<file path="config.mk">
export PLATFORM = sky130hd
export DESIGN_NAME = fphub_mult
export DESIGN_NICKNAME = d
export VERILOG_FILES = /design/src/rtl/fphub_pkg.sv /design/src/rtl/fphub_norm_round.sv /design/src/rtl/fphub_mult.sv
export SDC_FILE = /design/constraint.sdc
export NUM_CORES = 1
export LEC_CHECK = 0
export BUFFER_PORTS_ARGS = -buffer_cell sky130_fd_sc_hd__buf_2
export CELL_PAD_IN_SITES_DETAIL_PLACEMENT = 1
export CELL_PAD_IN_SITES_GLOBAL_PLACEMENT = 1
export CORE_MARGIN = 2
export CORE_UTILIZATION = 50
export DETAILED_ROUTE_END_ITERATION = 10
export MAX_ROUTING_LAYER = met4
export PLACE_DENSITY = 0.93
export SLEW_MARGIN = 20
export SYNTH_ARGS = -nofsm -noshare
export SYNTH_HDL_FRONTEND = slang
export SYNTH_SLANG_ARGS = --single-unit
</file>
<file path="constraint.sdc">
create_clock -name clk -period 1.8 [get_ports clk]
set_input_delay 0.09 -clock clk [delete_from_list [all_inputs] [get_ports clk]]
set_output_delay 0.09 -clock clk [all_outputs]
set_load 0.03 [all_outputs]
</file>
<file path="src/rtl/fphub_pkg.sv">
// fphub_pkg: shared HUB float constants, operand type and exponent helpers
package fphub_pkg;
  localparam int M_DEF = 23;
  localparam int E_DEF = 8;
  typedef struct packed {
    logic             sign;
    logic [E_DEF-1:0] exp;
    logic [M_DEF-1:0] frac;
  } fphub_t;
  localparam logic [E_DEF-1:0] EXP_ZERO = '0;
  function automatic int bias(input int e);
    return (1 << (e - 1)) - 1;
  endfunction
  function automatic int exp_inf(input int e);
    return (1 << e) - 1;
  endfunction
endpackage

</file>
<file path="src/rtl/fphub_norm_round.sv">
// fphub_norm_round: normalise, HUB-truncate, range check and special override
module fphub_norm_round
  import fphub_pkg::*;
#(
  parameter int M = 23,
  parameter int E = 8
) (
  input  logic         s,
  input  logic         zero,
  input  logic         inf,
  input  logic [M+1:0] p,
  input  logic [E+1:0] e,
  output logic [E+M:0] z
);
  logic         n;
  logic [M-1:0] f;
  logic [E+1:0] en;
  logic         ovf;
  logic         unf;
  always_comb begin
    n   = p[M+1];
    f   = n ? p[M:1] : p[M-1:0];
    en  = e + (E+2)'(n);
    ovf = !en[E+1] && en[E:0] >= (E+1)'(exp_inf(E));
    unf = en[E+1] || en == '0;
    z   = zero ? {s, {(E+M){1'b0}}} :
          (inf || ovf) ? {s, {E{1'b1}}, {M{1'b0}}} :
          unf ? {s, {(E+M){1'b0}}} :
          {s, en[E-1:0], f};
  end
endmodule

</file>
<file path="src/rtl/fphub_mult.sv">
// fphub_mult: pipelined HUB floating-point multiplier; FPHUB_MULT_PIPE_EN adds a second stage
module fphub_mult
  import fphub_pkg::*;
#(
  parameter int M = 23,
  parameter int E = 8
) (
  input  logic         clk,
  input  logic         rst_n,
  input  logic         in_valid,
  input  logic [E+M:0] x,
  input  logic [E+M:0] y,
  output logic         out_valid,
  output logic [E+M:0] z
);
  localparam int PW = 2 * M + 4;
  localparam logic [E+1:0] BIAS = (E+2)'(bias(E));
  logic [E-1:0] ex, ey;
  logic         s0, zero0, inf0;
  logic [M+1:0] p0;
  logic [E+1:0] e0;
  logic         v1, s1, zero1, inf1;
  logic [M+1:0] p1;
  logic [E+1:0] e1;
  logic [E+M:0] zn;
  assign ex    = x[E+M-1:M];
  assign ey    = y[E+M-1:M];
  assign s0    = x[E+M] ^ y[E+M];
  assign zero0 = ex == EXP_ZERO[E-1:0] || ey == EXP_ZERO[E-1:0];
  assign inf0  = &ex || &ey;
  // only the leading M+2 product bits survive HUB truncation
  assign p0    = (M+2)'((PW'({1'b1, x[M-1:0], 1'b1}) * PW'({1'b1, y[M-1:0], 1'b1})) >> (M + 2));
  assign e0    = {2'b00, ex} + {2'b00, ey} - BIAS;
`ifdef FPHUB_MULT_PIPE_EN
  always_ff @(posedge clk or negedge rst_n)
    if (!rst_n) begin
      v1    <= 1'b0;
      s1    <= 1'b0;
      zero1 <= 1'b0;
      inf1  <= 1'b0;
      p1    <= '0;
      e1    <= '0;
    end else begin
      v1 <= in_valid;
      if (in_valid) begin
        s1    <= s0;
        zero1 <= zero0;
        inf1  <= inf0;
        p1    <= p0;
        e1    <= e0;
      end
    end
`else
  assign v1    = in_valid;
  assign s1    = s0;
  assign zero1 = zero0;
  assign inf1  = inf0;
  assign p1    = p0;
  assign e1    = e0;
`endif
  fphub_norm_round #(.M(M), .E(E)) u_nr (
    .s   (s1),
    .zero(zero1),
    .inf (inf1),
    .p   (p1),
    .e   (e1),
    .z   (zn)
  );
  always_ff @(posedge clk or negedge rst_n)
    if (!rst_n) begin
      out_valid <= 1'b0;
      z         <= '0;
    end else begin
      out_valid <= v1;
      if (v1) z <= zn;
    end
endmodule

</file>
==> qor.yml, run 1 <==
outcome: "aborted with a tool error"
lastStage: "global routing (5_1_grt)"
error: "[ERROR GRT-0116] Global routing finished with congestion. Check the congestion regions in the DRC Viewer."
synth_common_cells: "inv_1 (651), fa_1 (524), nand2_1 (335)"
postSynthCellCount: 2451
async_reset_ff_share_pct: 100
floorplan.initialDensity_pct: 50.5
die_y_um: 212
h-tree-depth: 2
rows: 76
synth-edff-count: 0
port_buffers: 99
cts_buffers: 5
syn_nets: 3240
grt_pass1_vias: 28300
grt_overflow_total: 2
synth_area_leaders: "fa_1 (48%), ha_1 (11%), inv_1 (11%)"
synth_top_cell_by_area: "fa_1"
syn_area_per_cell_um2: 8.85
cts_buffer_depth: 2
io_pins: 100
placed_cells: 3377
synth_most_common_cell: "inv_1"
netlist.area_leader.share_pct: 48.4
cts_sinks: 33
syn_area_um2: 21700
synth-seq-cells: 33
clockRootBuffer: "clkbuf_16"
die_w_um: 212
grt_first_pass_wirelength_um: 192000
ys.flop_type: "dfrtp_1"
synth_seq_area_share_pct: 3.81
synth.distinct_cells: 65
grt_start_max_net_pins: 34
yosysWarnings: 0
dpl.hpwl_um: 80500
grt.total_usage_pct: 62.5
place.gp.congestion: 0.989
==> cell families after synthesis <==
group | count (synthesis) | synth area share, %
compound gates | 185 | 5.88
xor+xnor | 27 | 1.12
mux | 3 | 0.144
flops | 33 | 3.81
simple gates | 718 | 15.9
fa+ha+maj | 722 | 59.8
buf+inv | 763 | 13.4
==> repair_timing <==
item / CTS
buffers inserted: 35
hold buffers: 1
pin swaps: 65
endpoints found under the hold margin: 33
endpoints found under the setup margin: 31
resized for setup: 183
cloned: 5
==> metrics by stage <==
stage / instance area, um^2 / hold WS, ns / util (%) / setup TNS, ns / setup slack, ns
4_1_cts: 26700 / 0.0999 / 62.1 / -219.31 / -7.16
2_1_floorplan: 22000 / -0.206 / - / -206.79 / -6.82
3_3_place_gp: 25400 / 0.182 / 59.1 / -220.78 / -7.26
3_5_place_dp: 25400 / 0.198 / 59.1 / -239.57 / -7.88
==> per-layer routing <==
metal	overflow	global-route usage, %
met1	0	58.2
met4	2	67.8
met3	0	36.0
met5	-	-
met2	0	85.2
==> inputs of run 2 (changes only) <==
CELL_PAD_IN_SITES_DETAIL_PLACEMENT = unset   (was 1)
CELL_PAD_IN_SITES_GLOBAL_PLACEMENT = unset   (was 1)
CORE_UTILIZATION = 35   (was 50)
MAX_ROUTING_LAYER = unset   (was met4)
PLACE_DENSITY = unset   (was 0.93)
PLACE_DENSITY_LB_ADDON = 0.15   (was unset)
==> qor.yml, run 2 <==
rows: 91  # was 76
clockRootBuffer: "clkbuf_16"  # unchanged
outcome: "complete, but fails checks"  # was aborted with a tool error
async_reset_ff_share_pct: 100  # unchanged
drive_gt1_share_pct: 24.8
fillers: 6032
tightest_slew_ns: 0.769
floorplan.initialDensity_pct: 35.3  # was 50.5%
r2r-start: "z[3]"
wirelength_um: 72100
synth-seq-cells: 33  # unchanged
grt_first_pass_wirelength_um: 114000
timing.max_cap.violations: 0
cts_sinks: 33  # unchanged
cts_tree: "yes"
cts_buffer_depth: 2  # unchanged
die_y_um: 253  # was 212 um
cts_buffers: 5  # unchanged
cp-end-kind: "register"
reg2reg_slack_ns: 0.91
yosysWarnings: 0  # unchanged
ys.flop_type: "dfrtp_1"  # unchanged
place_area_um2: 25900  # was 25400 um^2
netlist.area_leader.share_pct: 48.4  # unchanged
critPathLaunch: "y[10]"
postSynthCellCount: 2451  # unchanged
ff2ff_path_depth: 1
rsz0062_at_grt: "yes"
failed_checks: "negative setup slack"
synth-edff-count: 0  # unchanged
report.final.slew_viol_count: 0
synth_area_leaders: "fa_1 (48%), ha_1 (11%), inv_1 (11%)"  # unchanged
synth_most_common_cell: "inv_1"  # unchanged
cp.required_ns: 1.95
critPathArrivalTime_ns: 8.67
grt.total_usage_pct: 23.3
final_common_cell: "inv_1"
max_stage_delay_ns: 0.56
h-tree-depth: 2  # unchanged
syn_to_final_growth_pct: 29.0
syn_area_per_cell_um2: 8.85  # unchanged
largestRegisters: "z (32), out_valid (1)"
critPathKind: "input pin to register"
critPathMaxFanout: 8
stdcell_area_um2: 28000
die_w_um: 253  # was 212 um
finalClockSkew_ns: 0
drt_pre_antenna_iters: 5
core_um2: 61500
syn_area_um2: 21700  # unchanged
finalCritPeriodShare_pct: 474
dpl.hpwl_um: 60900  # was 80500 um
io_pins: 100  # unchanged
drt-initial-drc-count: 832
placed_cells: 3600  # was 3377
wl_per_cell_um: 19.6
ant_nets: 0
maxSlewHeadroom_pct: 48.7
fmax_ghz: 0.117
fp.dieArea_um2: 64000
critPathCapture: "z[14]"
largest_reg_flops: 32
synth.distinct_cells: 65  # unchanged
grt_start_max_net_pins: 34
via_per_inst: 4.90
setup_slack_ns: -6.73
setup_viol: 31
grt_pass1_vias: 20000
drc: 0
final_cells: 3681
syn_nets: 3240  # unchanged
critPathSlowestCell: "fa_1"
path_clk_slew_ns: 0.06
synth_top_cell_by_area: "fa_1"  # unchanged
final_cell_mix: "inv_1 (626), fa_1 (501), buf_4 (367), nand2_1 (328), and2_1 (189)"
hold_class: "input pin to register"
worstHoldStart: "x[31]"
synth_seq_area_share_pct: 3.81  # unchanged
grt_overflow_total: 0
regMostFlops: "z"
fin_nets: 3679
port_buffers: 99  # unchanged
start_kind: "input pin"
synth_common_cells: "inv_1 (651), fa_1 (524), nand2_1 (335)"  # unchanged
final_hold_viol_count: 0
place.gp.congestion: 0.897  # was 0.989
dp_slack_ns: -7.38  # was -7.88 ns
finalCriticalPeriod_ns: 8.53
num_vias: 18000
reg2reg_to: "z[3]"
grt_antenna_before_repair: 1
clkLatencyLatePin_ns: 0.28
==> run 2: cell counts after synthesis <==
Identical to the previous run, type by type.
==> run 2: what timing repair did <==
action | 4_1_cts | 5_1_grt
buffers inserted | 49 | 23
cloned | 4 | 1
endpoints found under the hold margin | 33 | 0
pin swaps | 75 | 62
endpoints found under the setup margin | 31 | 31
resized for setup | 209 | 115
hold buffers | 1 | 0
==> run 2: worst min path at each step <==
stage / slack, ns / cells past startpoint / to
after floorplan: -0.21 / 0 / out_valid
after global placement: 0.20 / 1 / z[18]
after detailed placement: 0.22 / 1 / z[12]
after CTS: 0.09 / 3 / z[31]
after global routing: 0.12 / 3 / z[31]
final: 0.09 / 3 / z[31]
==> run 2: per-layer routing <==
layer  share of wire (%)  track usage [%]  vias up  wire length [um]
li1                    -                -     8144                 -
met1                  41             30.2     9295             29900
met2                  50             41.0      469             36100
met3                 5.1             2.66      114              3680
met4                 3.4             6.64        0              2420
met5                   0                0        -                 0
==> run 2: critical path: cells and delay by family <==
kind / cells / cell delay, ns
compound gates: 5 / 1.00
fa+ha+maj: 10 / 4.35
buf+inv: 13 / 1.28
xor+xnor: 2 / 0.25
simple gates: 11 / 1.69
==> run 2: metrics by stage <==
| stage | util, % | TNS [ns] | hold slack [ns] |
|---|---|---|---|
| finish | 45.5 | -205.45 | 0.0917 |
| global route | 45.5 | -214.22 | 0.116 |
| CTS | 44.5 | -205.20 | 0.0940 |
| detailed placement | 42.1 | -224.31 | 0.215 |
| global placement | 42.1 | -222.29 | 0.200 |
| floorplan | - | -206.79 | -0.206 |
==> run 2: cell families (layout without fill, tap and decap cells) <==
kind of cell    Yosys count  count (layout)  share of synthesized area, %
compound gates          185             185                          5.88
other cells               0               1                             0
buf+inv                 763            1202                          13.4
xor+xnor                 27              27                          1.12
mux                       3               3                         0.144
flops                    33              33                          3.81
fa+ha+maj               722             722                          59.8
simple gates            718             718                          15.9
==> run 2: final cells by class <==
cell class | instances | area, um^2 | area share [%]
multi-input cells | 1655 | 18800 | 67.2
repair buffers | 540 | 4730 | 16.9
inverters | 655 | 2480 | 8.87
well taps | 790 | 988 | 3.53
flip-flops and latches | 33 | 826 | 2.95
clock buffers | 6 | 139 | 0.496
clock inverters | 1 | 7.51 | 0.0268
diodes | 1 | 2.50 | 0.00894
Power of run 2 is not shown: default switching activity piles up to over one toggle a cycle in this logic, so the estimate is an artifact.
==> inputs of run 3 (changes only) <==
REMOVE_ABC_BUFFERS = 1   (was unset)
==> qor.yml, run 3 (synthesized netlist as in run 2, its figures left out) <==
outcome: "complete, but fails checks"  # unchanged
failed_checks: "negative setup slack"  # unchanged
wirelength_um: 74000  # was 72100 um
via_per_inst: 4.84  # was 4.90
timing.max_cap.violations: 0  # unchanged
regMostFlops: "z"  # unchanged
final_cell_mix: "inv_1 (613), fa_1 (495), buf_4 (394), nand2_1 (322), and2_1 (194)"  # was inv_1 (626), fa_1 (501), buf_4 (367), nand2_1 (328), and2_1 (189)
rows: 91  # unchanged
setup_slack_ns: -6.86  # was -6.73 ns
ant_nets: 0  # unchanged
setup_viol: 31  # unchanged
max_stage_delay_ns: 0.58  # was 0.56 ns
cp-end-kind: "register"  # unchanged
grt_start_max_net_pins: 34  # unchanged
rsz0062_at_grt: "yes"  # unchanged
critPathArrivalTime_ns: 8.82  # was 8.67 ns
final_hold_viol_count: 0  # unchanged
fillers: 6073  # was 6032
critPathMaxFanout: 8  # unchanged
cts_sinks: 33  # unchanged
cts_buffer_depth: 2  # unchanged
tightest_slew_ns: 1.01  # was 0.769 ns
grt_overflow_total: 0  # unchanged
cts_buffers: 5  # unchanged
fp.dieArea_um2: 64000  # unchanged
cp_common_cell: "fa_2"
grt_pass1_vias: 19500  # was 20000
core_um2: 61500  # unchanged
diodes: 0  # was 1
drt-initial-drc-count: 814  # was 832
path_clk_slew_ns: 0.05  # was 0.06 ns
critPathSlowestCell: "fa_1"  # unchanged
start_kind: "input pin"  # unchanged
drt_pre_antenna_iters: 5  # unchanged
grt_first_pass_wirelength_um: 115000  # was 114000 um
cts_tree: "yes"  # unchanged
hold_ws_ns: 0.108  # was 0.0917 ns
port_buffers: 99  # unchanged
drive_gt1_share_pct: 24.6  # was 24.8%
final_common_cell: "inv_1"  # unchanged
drc: 0  # unchanged
h-tree-depth: 2  # unchanged
die_w_um: 253  # unchanged
largestRegisters: "z (32), out_valid (1)"  # unchanged
grt.total_usage_pct: 23.9  # was 23.3%
largest_reg_flops: 32  # unchanged
report.final.slew_viol_count: 0  # unchanged
die_y_um: 253  # unchanged
clkLatencyLatePin_ns: 0.27  # was 0.28 ns
maxSlewHeadroom_pct: 31.9  # was 48.7%
hold_class: "input pin to register"  # unchanged
cp.required_ns: 1.96  # was 1.95 ns
fmax_ghz: 0.115  # was 0.117 GHz
wl_per_cell_um: 20.1  # was 19.6 um
io_pins: 100  # unchanged
place.gp.congestion: 0.903  # was 0.897
dpl.hpwl_um: 61900  # was 60900 um
num_vias: 17800  # was 18000
grt_antenna_before_repair: 0  # was 1
finalCritPeriodShare_pct: 481  # was 474%
fin_nets: 3673  # was 3679
syn_to_final_growth_pct: 27.0  # was 29.0%
clockRootBuffer: "clkbuf_16"  # unchanged
critPathKind: "input pin to register"  # unchanged
finalCriticalPeriod_ns: 8.66  # was 8.53 ns
finalClockSkew_ns: 0  # unchanged
floorplan.initialDensity_pct: 35.3  # unchanged
==> run 3: changes by cell type in the layout (fill, tap and decap cells not counted), sizes merged <==
cell	change
buf	-8
clkbuf	+4
clkinvlp	+2
inv	-2
bufbuf	-1
bufinv	+1
clkinv	-1
diode	-1
==> run 3: per-layer routing <==
| layer | vias up | routed length, um | track usage [%] |
|---|---|---|---|
| li1 | 8124 | - | - |
| met1 | 9251 | 30300 | 30.3 |
| met2 | 342 | 39300 | 44.4 |
| met3 | 76 | 2200 | 1.27 |
| met4 | 0 | 2250 | 5.55 |
| met5 | - | 0 | 0 |
==> run 3: timing repair <==
item / in CTS / in global routing
hold buffers: 1 / 0
gates cloned: 0 / 3
hold endpoints to repair: 33 / 0
buffers inserted: 57 / 23
gates resized for setup: 164 / 147
setup endpoints to repair: 31 / 31
pin swaps: 66 / 81
==> run 3: area by class of cell <==
type | instances | area (um^2) | share of cell area [%]
Inverter | 655 | 2480 | 9.02
Clock buffer | 7 | 143 | 0.518
Sequential cell | 33 | 826 | 3.00
Multi-Input combinational cell | 1655 | 18600 | 67.6
Tap cell | 790 | 988 | 3.59
Clock inverter | 1 | 30.0 | 0.109
Timing Repair Buffer | 534 | 4450 | 16.1
==> run 3: metrics by stage <==
stage	instances	setup slack (ns)	cell area (um^2)	TNS, ns	util (%)
2_1_floorplan	2343	-7.41	21300	-219.26	-
3_3_place_gp	3586	-7.85	25600	-239.25	41.6
3_5_place_dp	3586	-7.96	25600	-242.90	41.6
4_1_cts	3649	-6.84	26800	-208.27	43.6
5_1_grt	3675	-7.09	27500	-215.98	44.8
6_report	3675	-6.86	27500	-208.46	44.8
==> run 3: worst paths after layout <==
path	startpoint	end	slack, ns	cells past startpoint
max	y[13]	z[3]	-6.86	37
min	x[31]	z[31]	0.11	3
max reg2reg	z[22]	z[22]	0.92	1
min reg2reg	z[11]	z[11]	0.48	1
max in group asynchronous	rst_n	z[4]	0.87	2
min in group asynchronous	rst_n	z[21]	0.42	2
==> run 3: worst max-delay path, delay by kind of cell <==
family | cells | cell delay, ns
XOR/XNOR | 2 | 0.28
adder cells (fa/ha/maj) | 10 | 4.41
buffers and inverters | 9 | 0.86
AO/OA/AOI/OAI | 6 | 1.44
AND/OR/NAND/NOR | 10 | 1.71
Power of run 3 is left out for the same reason.
